File: src/rtl/keypad_adder_pkg.sv
// Shared types and helpers for the keypad-driven decimal adder:
// key codes, FSM states, keypad decode and 7-segment lookup.
package keypad_adder_pkg;

    typedef enum logic [4:0] {
        K0    = 5'd0,
        K1    = 5'd1,
        K2    = 5'd2,
        K3    = 5'd3,
        K4    = 5'd4,
        K5    = 5'd5,
        K6    = 5'd6,
        K7    = 5'd7,
        K8    = 5'd8,
        K9    = 5'd9,
        KA    = 5'd10,
        KB    = 5'd11,
        KC    = 5'd12,
        KD    = 5'd13,
        KSTAR = 5'd14,
        KHASH = 5'd15,
        KNONE = 5'd16
    } key_t;

    typedef enum logic [1:0] {
        ENTER_A  = 2'd0,
        ENTER_B  = 2'd1,
        SHOW_SUM = 2'd2
    } state_t;

    // Active-low {g,f,e,d,c,b,a}; anything outside 0..9 blanks the digit.
    function automatic logic [6:0] seg7(input logic [3:0] d);
        logic [6:0] s;
        case (d)
            4'd0:    s = 7'b1000000;
            4'd1:    s = 7'b1111001;
            4'd2:    s = 7'b0100100;
            4'd3:    s = 7'b0110000;
            4'd4:    s = 7'b0011001;
            4'd5:    s = 7'b0010010;
            4'd6:    s = 7'b0000010;
            4'd7:    s = 7'b1111000;
            4'd8:    s = 7'b0000000;
            4'd9:    s = 7'b0010000;
            default: s = 7'b1111111;
        endcase
        return s;
    endfunction

    // True when exactly one line of an active-low group is pulled low.
    function automatic logic one_low(input logic [3:0] v);
        logic r;
        case (v)
            4'b1110, 4'b1101, 4'b1011, 4'b0111: r = 1'b1;
            default:                            r = 1'b0;
        endcase
        return r;
    endfunction

    // Index of the single low line (only meaningful when one_low is true).
    function automatic logic [1:0] low_idx(input logic [3:0] v);
        logic [1:0] r;
        case (v)
            4'b1110: r = 2'd0;
            4'b1101: r = 2'd1;
            4'b1011: r = 2'd2;
            4'b0111: r = 2'd3;
            default: r = 2'd0;
        endcase
        return r;
    endfunction

    // Keypad matrix decode; multiple or missing lines give KNONE.
    function automatic key_t decode_key(input logic [3:0] row, input logic [3:0] col);
        key_t k;
        k = KNONE;
        if (one_low(row) && one_low(col)) begin
            case ({low_idx(row), low_idx(col)})
                4'h0:    k = K1;
                4'h1:    k = K2;
                4'h2:    k = K3;
                4'h3:    k = KA;
                4'h4:    k = K4;
                4'h5:    k = K5;
                4'h6:    k = K6;
                4'h7:    k = KB;
                4'h8:    k = K7;
                4'h9:    k = K8;
                4'hA:    k = K9;
                4'hB:    k = KC;
                4'hC:    k = KSTAR;
                4'hD:    k = K0;
                4'hE:    k = KHASH;
                4'hF:    k = KD;
                default: k = KNONE;
            endcase
        end else begin
            k = KNONE;
        end
        return k;
    endfunction

endpackage

File: src/rtl/keypad_adder_top_key_debouncer.sv
// Keypad front end: synchronizes the matrix lines, requires a stable
// window before accepting a new state, and emits one pulse per press.
module key_debouncer
    import keypad_adder_pkg::*;
#(
    parameter int DEBOUNCE_CYCLES = 16
) (
    input  logic       clk,
    input  logic       rst,
    input  logic [3:0] row,
    input  logic [3:0] column,
    output logic       key_event,
    output key_t       key_code
);

    localparam int CW = (DEBOUNCE_CYCLES > 2) ? $clog2(DEBOUNCE_CYCLES) : 1;
    localparam logic [CW-1:0] CNT_MAX = CW'(DEBOUNCE_CYCLES - 1);

    logic [7:0]    sync1_r;
    logic [7:0]    sync2_r;
    logic [7:0]    cand_r;
    logic [CW-1:0] cnt_r;
    logic [7:0]    deb_r;
    logic          armed_r;
    logic          prev_valid_r;
    logic          key_event_r;
    key_t          key_code_r;
    key_t          cand_key_s;
    key_t          deb_key_s;
    logic          deb_valid_s;

    assign cand_key_s  = decode_key(cand_r[7:4], cand_r[3:0]);
    assign deb_key_s   = decode_key(deb_r[7:4], deb_r[3:0]);
    assign deb_valid_s = (deb_key_s != KNONE);

    // Two-flop synchronizer on the raw {row,column} lines.
    always_ff @(posedge clk) begin
        if (rst) begin
            sync1_r <= 8'hFF;
            sync2_r <= 8'hFF;
        end else begin
            sync1_r <= {row, column};
            sync2_r <= sync1_r;
        end
    end

    // Stability window; armed only after a real debounced release so a key
    // held across reset never fires.
    always_ff @(posedge clk) begin
        if (rst) begin
            cand_r  <= 8'hFF;
            cnt_r   <= '0;
            deb_r   <= 8'hFF;
            armed_r <= 1'b0;
        end else if (sync2_r != cand_r) begin
            cand_r <= sync2_r;
            cnt_r  <= '0;
        end else if (cnt_r != CNT_MAX) begin
            cnt_r <= cnt_r + CW'(1);
        end else begin
            deb_r <= cand_r;
            if (cand_key_s == KNONE) begin
                armed_r <= 1'b1;
            end else begin
                armed_r <= armed_r;
            end
        end
    end

    // One-cycle event on the no-key to valid-key transition.
    always_ff @(posedge clk) begin
        if (rst) begin
            prev_valid_r <= 1'b0;
            key_event_r  <= 1'b0;
            key_code_r   <= KNONE;
        end else begin
            prev_valid_r <= deb_valid_s;
            key_event_r  <= armed_r & deb_valid_s & ~prev_valid_r;
            key_code_r   <= deb_key_s;
        end
    end

    assign key_event = key_event_r;
    assign key_code  = key_code_r;

endmodule

File: src/rtl/keypad_adder_top.sv
// Keypad-driven 3-digit decimal adder: operand entry FSM, binary to BCD
// conversion and a 4-digit multiplexed active-low 7-segment display.
module keypad_adder_top
    import keypad_adder_pkg::*;
#(
    parameter int DEBOUNCE_CYCLES = 16,
    parameter int REFRESH_CYCLES  = 16
) (
    input  logic       clk,
    input  logic       rst,
    input  logic [3:0] column,
    input  logic [3:0] row,
    output logic [6:0] seg,
    output logic [3:0] transis
);

    localparam int RW = (REFRESH_CYCLES > 2) ? $clog2(REFRESH_CYCLES) : 1;
    localparam logic [RW-1:0] REF_MAX = RW'(REFRESH_CYCLES - 1);

    logic        key_evt_s;
    key_t        key_code_s;
    state_t      state_r, state_n;
    logic [9:0]  a_r, a_n, b_r, b_n;
    logic [1:0]  a_cnt_r, a_cnt_n, b_cnt_r, b_cnt_n;
    logic [10:0] sum_r, sum_n;
    logic [10:0] sum_mod_s;
    logic [3:0]  digit_s;
    logic [10:0] disp_val_s;
    logic [15:0] bcd_s;
    logic [RW-1:0] ref_cnt_r;
    logic [1:0]  sel_r;
    logic [3:0]  cur_digit_s;
    logic [6:0]  seg_r;
    logic [3:0]  transis_r;

    key_debouncer #(.DEBOUNCE_CYCLES(DEBOUNCE_CYCLES)) u_deb (
        .clk       (clk),
        .rst       (rst),
        .row       (row),
        .column    (column),
        .key_event (key_evt_s),
        .key_code  (key_code_s)
    );

    assign digit_s   = key_code_s[3:0];
    assign sum_mod_s = (sum_r >= 11'd1000) ? (sum_r - 11'd1000) : sum_r;

    // FSM and operand registers.
    always_ff @(posedge clk) begin
        if (rst) begin
            state_r <= ENTER_A;
            a_r     <= 10'd0;
            b_r     <= 10'd0;
            a_cnt_r <= 2'd0;
            b_cnt_r <= 2'd0;
            sum_r   <= 11'd0;
        end else begin
            state_r <= state_n;
            a_r     <= a_n;
            b_r     <= b_n;
            a_cnt_r <= a_cnt_n;
            b_cnt_r <= b_cnt_n;
            sum_r   <= sum_n;
        end
    end

    // Next-state and operand update on each key event.
    always_comb begin
        state_n = state_r;
        a_n     = a_r;
        b_n     = b_r;
        a_cnt_n = a_cnt_r;
        b_cnt_n = b_cnt_r;
        sum_n   = sum_r;
        if (key_evt_s) begin
            if (key_code_s <= K9) begin
                case (state_r)
                    ENTER_A: begin
                        if (a_cnt_r < 2'd3) begin
                            a_n     = a_r * 10'd10 + {6'd0, digit_s};
                            a_cnt_n = a_cnt_r + 2'd1;
                        end else begin
                            a_n = a_r;
                        end
                    end
                    ENTER_B: begin
                        if (b_cnt_r < 2'd3) begin
                            b_n     = b_r * 10'd10 + {6'd0, digit_s};
                            b_cnt_n = b_cnt_r + 2'd1;
                        end else begin
                            b_n = b_r;
                        end
                    end
                    SHOW_SUM: begin
                        a_n     = {6'd0, digit_s};
                        a_cnt_n = 2'd1;
                        b_n     = 10'd0;
                        b_cnt_n = 2'd0;
                        state_n = ENTER_A;
                    end
                    default: state_n = ENTER_A;
                endcase
            end else begin
                case (key_code_s)
                    KA: begin
                        if (state_r == ENTER_A) begin
                            b_n     = 10'd0;
                            b_cnt_n = 2'd0;
                            state_n = ENTER_B;
                        end else if (state_r == SHOW_SUM) begin
                            a_n     = sum_mod_s[9:0];
                            a_cnt_n = 2'd3;
                            b_n     = 10'd0;
                            b_cnt_n = 2'd0;
                            state_n = ENTER_B;
                        end else begin
                            state_n = state_r;
                        end
                    end
                    KB: begin
                        if (state_r == ENTER_B) begin
                            sum_n   = {1'b0, a_r} + {1'b0, b_r};
                            state_n = SHOW_SUM;
                        end else begin
                            state_n = state_r;
                        end
                    end
                    KC: begin
                        state_n = ENTER_A;
                        a_n     = 10'd0;
                        b_n     = 10'd0;
                        a_cnt_n = 2'd0;
                        b_cnt_n = 2'd0;
                        sum_n   = 11'd0;
                    end
                    default: state_n = state_r;
                endcase
            end
        end else begin
            state_n = state_r;
        end
    end

    // Value shown for the current state.
    always_comb begin
        case (state_r)
            ENTER_A:  disp_val_s = {1'b0, a_r};
            ENTER_B:  disp_val_s = {1'b0, b_r};
            SHOW_SUM: disp_val_s = sum_r;
            default:  disp_val_s = 11'd0;
        endcase
    end

    // Double-dabble: 11-bit binary to four BCD digits.
    always_comb begin
        bcd_s = 16'd0;
        for (int i = 10; i >= 0; i--) begin
            for (int d = 0; d < 4; d++) begin
                bcd_s[d*4 +: 4] = (bcd_s[d*4 +: 4] >= 4'd5) ? (bcd_s[d*4 +: 4] + 4'd3)
                                                             : bcd_s[d*4 +: 4];
            end
            bcd_s = {bcd_s[14:0], disp_val_s[i]};
        end
    end

    // BCD nibble for the digit currently being driven.
    always_comb begin
        case (sel_r)
            2'd0:    cur_digit_s = bcd_s[3:0];
            2'd1:    cur_digit_s = bcd_s[7:4];
            2'd2:    cur_digit_s = bcd_s[11:8];
            2'd3:    cur_digit_s = bcd_s[15:12];
            default: cur_digit_s = 4'd0;
        endcase
    end

    // Refresh counter and digit select rotation.
    always_ff @(posedge clk) begin
        if (rst) begin
            ref_cnt_r <= '0;
            sel_r     <= 2'd0;
        end else if (ref_cnt_r == REF_MAX) begin
            ref_cnt_r <= '0;
            sel_r     <= sel_r + 2'd1;
        end else begin
            ref_cnt_r <= ref_cnt_r + RW'(1);
        end
    end

    // Registered display outputs; seg and transis come from the same select.
    always_ff @(posedge clk) begin
        if (rst) begin
            transis_r <= 4'b1110;
            seg_r     <= 7'b1000000;
        end else begin
            transis_r <= ~(4'b0001 << sel_r);
            seg_r     <= seg7(cur_digit_s);
        end
    end

    assign seg     = seg_r;
    assign transis = transis_r;

endmodule

File: config.mk
export PLATFORM = sky130hd
export DESIGN_NAME = keypad_adder_top
export DESIGN_NICKNAME = d
export VERILOG_FILES = /design/src/rtl/keypad_adder_pkg.sv /design/src/rtl/keypad_adder_top_key_debouncer.sv /design/src/rtl/keypad_adder_top.sv
export SDC_FILE = /design/constraint.sdc
export NUM_CORES = 1
export LEC_CHECK = 0
export ABC_AREA = 0
export ABC_CLOCK_PERIOD_IN_PS = 18000
export CAP_MARGIN = 10
export CORE_ASPECT_RATIO = 1.2
export CORE_UTILIZATION = 25
export CTS_BUF_LIST = sky130_fd_sc_hd__clkbuf_16
export CTS_CLUSTER_DIAMETER = 50
export DETAILED_ROUTE_END_ITERATION = 12
export GPL_TIMING_DRIVEN = 0
export PLACE_DENSITY = 0.37
export SETUP_SLACK_MARGIN = 0.1
export SYNTH_ARGS = -nofsm -noshare
export SYNTH_HDL_FRONTEND = slang
export SYNTH_SLANG_ARGS = --single-unit
File: constraint.sdc
create_clock -name clk -period 18 [get_ports clk]
set_input_delay 3.6 -clock clk [delete_from_list [all_inputs] [get_ports clk]]
set_output_delay 3.6 -clock clk [all_outputs]
set_load 0.005 [all_outputs]
==> run_results.csv <==
group,metric,value,unit
synthesis,synth_seq_cells,98,
critical_path,critical_path.most_common_cell,"ha_1",
place,dp_hpwl,17.6,mm
critical_path,r2r_cells,43,
cts,ctsLongestPathBuffers,2,
floorplan,ioPinCount,21,
pwr,ir_worst_vdd,0.0000417,V
route,via_per_inst,4.93,
cts,path_clk_slew,0.08,ns
worst_hold_path,hold_depth,1,
worst_hold_path,min_to,"u_deb.key_event",
cts,clk_latency,0.36,ns
synthesis,yosysSeqAreaShare,24.1,%
route,drc,0,
cts,cts_tree,"built",
route,drt_iter0_markers,323,
route,finalWirelength,22.3,mm
floorplan,fp.dieW,167,um
timing,clock-skew-final,0.00718,ns
global_routing,overflow,0,
cts,clock_sinks,98,
synthesis,synthCells,984,
critical_path,reg2reg_slack,8.80,ns
timing,fmax,0.109,GHz
synthesis,syn_avg_cell_area,8.27,um^2
synthesis,yosysTopAreaCellShare,24.1,%
critical_path,critical_path_class,"reg2reg",
timing,max-slew-margin-rel,36.9,%
synthesis,netlist_area,8140,um^2
final_layout,antenna_cells,0,
timing,fin_setup_tns,0,ns
cts,htreeDepth,3,
timing,setup_viol,0,
critical_path,critPathCaptureType,"flop",
timing,rsz0062_at_grt,"no",
route,ant_nets,0,
floorplan,coreArea,32200,um^2
global_routing,antenna_found_initial,0,
critical_path,worstPathRequired,18.24,ns
cts,postCtsSetupBuffers,0,
critical_path,r2r_start,"state_r[1]",
synthesis,synth-edff-count,0,
final_layout,layout-drive-gt1-share,10.0,%
final_layout,fill_cells,3488,
critical_path,crit_path_start_kind,"flop",
synthesis,syn-num-nets,1072,
synthesis,synthTopCellsByArea,"dfxtp_1, ha_1, mux2i_1",
route,firstDrtPassIters,5,
worst_hold_path,holdCritStartpoint,"u_deb.prev_valid_r",
flow_run,drv_cap,0,
critical_path,cp_slowest_cell,"a211oi_2",
synthesis,yosys.area.top_type,"dfxtp_1",
floorplan,fp-row-count,72,
route,routedWlPerCell,15.6,um
place,gp_congestion,0.766,
place,io_buffers,20,
synthesis,ys.flop_type,"dfxtp_1",
floorplan,dieArea,33300,um^2
final_layout,syn_to_final_growth,12.5,%
pwr,p_per_area,47.2,nW/um^2
cts,cts_resized,0,
timing,report.final.slew_viol_count,0,
cts,cts-root-buf,"clkbuf_16",
cts,ctsHoldBuffers,0,
global_routing,grt_pass1_wl,37.1,mm
synthesis,synth.distinct_cells,101,
timing,period_share,51.1,%
worst_hold_path,hold_class,"reg2reg",
global_routing,grt_max_degree,21,
floorplan,die_h,200,um
timing,hold_violations,0,
global_routing,grt_pass1_vias,6878,
critical_path,cp_max_fo,10,
synthesis,yosysWarnings,0,
route,vias,7035,
timing,min_period,9.20,ns
final_layout,nets,1103,
pwr,p_leak,3.63,nW
pwr,total_power,0.432,mW
global_routing,track_usage,13.9,%
synthesis,synthArstFlopShare,0,%
critical_path,arrival,9.44,ns
critical_path,timing.rr.end,"seg[3]",
outcome,status,"finished, final reports clean",
timing,tightest_slew,0.943,ns
floorplan,initial_utilization,25.3,%
critical_path,cpPeakStageDelay,0.52,ns
cts,cts_buffers,9,
-- synthesized netlist by cell type, types with 4 or more instances --
| cell | n |
|---|---|
| o21bai_1 | 9 |
| or2_2 | 25 |
| buf_2 | 4 |
| o211ai_1 | 15 |
| a31oi_1 | 5 |
| xnor2_1 | 35 |
| mux2i_1 | 34 |
| nor3b_1 | 7 |
| xor2_1 | 28 |
| or3_1 | 8 |
| nor3_1 | 25 |
| nor4_1 | 5 |
| o31ai_1 | 5 |
| nor2_1 | 88 |
| o221ai_1 | 4 |
| a21o_1 | 26 |
| and3_1 | 10 |
| nor2b_1 | 7 |
| a22oi_1 | 20 |
| nand3_1 | 36 |
| inv_1 | 52 |
| nand2_1 | 80 |
| o21ai_1 | 6 |
| a311oi_1 | 5 |
| a2111oi_0 | 4 |
| dfxtp_1 | 98 |
| a211oi_1 | 11 |
| o21ai_0 | 32 |
| and4_1 | 4 |
| a211oi_2 | 4 |
| o22ai_1 | 4 |
| nand2b_1 | 10 |
| buf_6 | 4 |
| a211o_1 | 5 |
| and2_1 | 6 |
| a21oi_1 | 66 |
| nand4_1 | 4 |
| ha_1 | 73 |
| fa_1 | 5 |
| clkbuf_1 | 28 |
-- layer usage --
layer | vias to the layer above | track usage [%] | part of all wire [%]
li1 | 3626 | - | -
met1 | 3326 | 17.4 | 47
met2 | 66 | 25.3 | 50
met3 | 17 | 1.37 | 1.5
met4 | 0 | 3.64 | 1.3
met5 | - | 0 | 0
-- cell type report --
cell class / instances / area, um^2 / area share, %
multi-input cells: 796 / 5800 / 63.4
flip-flops and latches: 98 / 1960 / 21.4
well taps: 407 / 509 / 5.56
clock buffers: 9 / 225 / 2.46
inverters: 54 / 204 / 2.23
repair buffers: 20 / 200 / 2.19
plain buffers: 36 / 170 / 1.86
clock inverters: 7 / 78.8 / 0.861
-- placed cells by master, fill, tap and decap left out, drive strengths merged, types with 6 or more instances in the layout --
cell type      instances
dfxtp                 98
nor2                  90
nand2                 80
ha                    73
a21oi                 69
inv                   57
o21ai                 39
clkbuf                37
nand3                 36
mux2i                 36
xnor2                 35
xor2                  30
or2                   28
nor3                  27
a21o                  26
a22oi                 21
clkdlybuf4s50         20
o211ai                16
a211oi                16
nand2b                10
and3                  10
o21bai                 9
or3                    8
and2                   8
buf                    8
nor3b                  7
nor2b                  7
o22ai                  7
a2111oi                7
a311oi                 6
o31ai                  6
-- metrics by stage --
step	util, %	hold slack [ns]	std cells	setup slack [ns]	area (um^2)
2_1_floorplan	-	0.373	984	10.08	8140
3_3_place_gp	27.5	0.392	1411	8.75	8850
3_5_place_dp	27.5	0.395	1411	8.76	8850
4_1_cts	28.5	0.405	1427	8.71	9150
5_1_grt	28.5	0.427	1427	7.88	9150
6_report	28.5	0.405	1427	8.80	9150
-- cell families after synthesis --
family	synth area share, %
AOI/OAI and AO/OA	24.9
xor gates and xnor gates	7.18
adders and majority gates	12.5
buffers and inverters	4.60
DFF	24.1
muxes	5.73
and+or+nand+nor	21.1
-- critical path, delay by kind of cell, from the launching register on --
kind	cells	cell delay (ns)
compound gates	17	4.35
xor+xnor	2	0.23
fa+ha+maj	8	2.03
mux	2	0.44
buf+inv	6	0.64
simple gates	8	1.01
flops	1	0.34
-- state kept, by name, indices dropped and copies added, names as in the netlist --
name,cells
sum_r,11
a_r,10
b_r,10
u_deb.cand_r,8
u_deb.deb_r,8
u_deb.sync1_r,8
u_deb.sync2_r,8
seg,7
u_deb.key_code,5
ref_cnt_r,4
transis,4
u_deb.cnt_r,4
a_cnt_r,2
b_cnt_r,2
sel_r,2
state_r,2
u_deb.armed_r,1
u_deb.key_event,1
u_deb.prev_valid_r,1
-- worst max path at each step --
stage	start	endpoint	slack (ns)	cells past startpoint
floorplan	state_r[1]	seg[3]	10.08	43
CTS	state_r[1]	seg[3]	8.71	43
finish	state_r[1]	seg[3]	8.80	43
global route	state_r[1]	seg[3]	7.88	43
global placement	state_r[1]	seg[3]	8.75	43
detailed placement	state_r[1]	seg[3]	8.76	43
-- power by group --
group	leakage, nW	total [mW]	internal, mW	switching, mW
Clock	0.150	0.198	0.0995	0.0984
Sequential	0.795	0.222	0.220	0.00217
Combinational	2.68	0.0128	0.00580	0.00698
(Power assumes the default switching activity.)
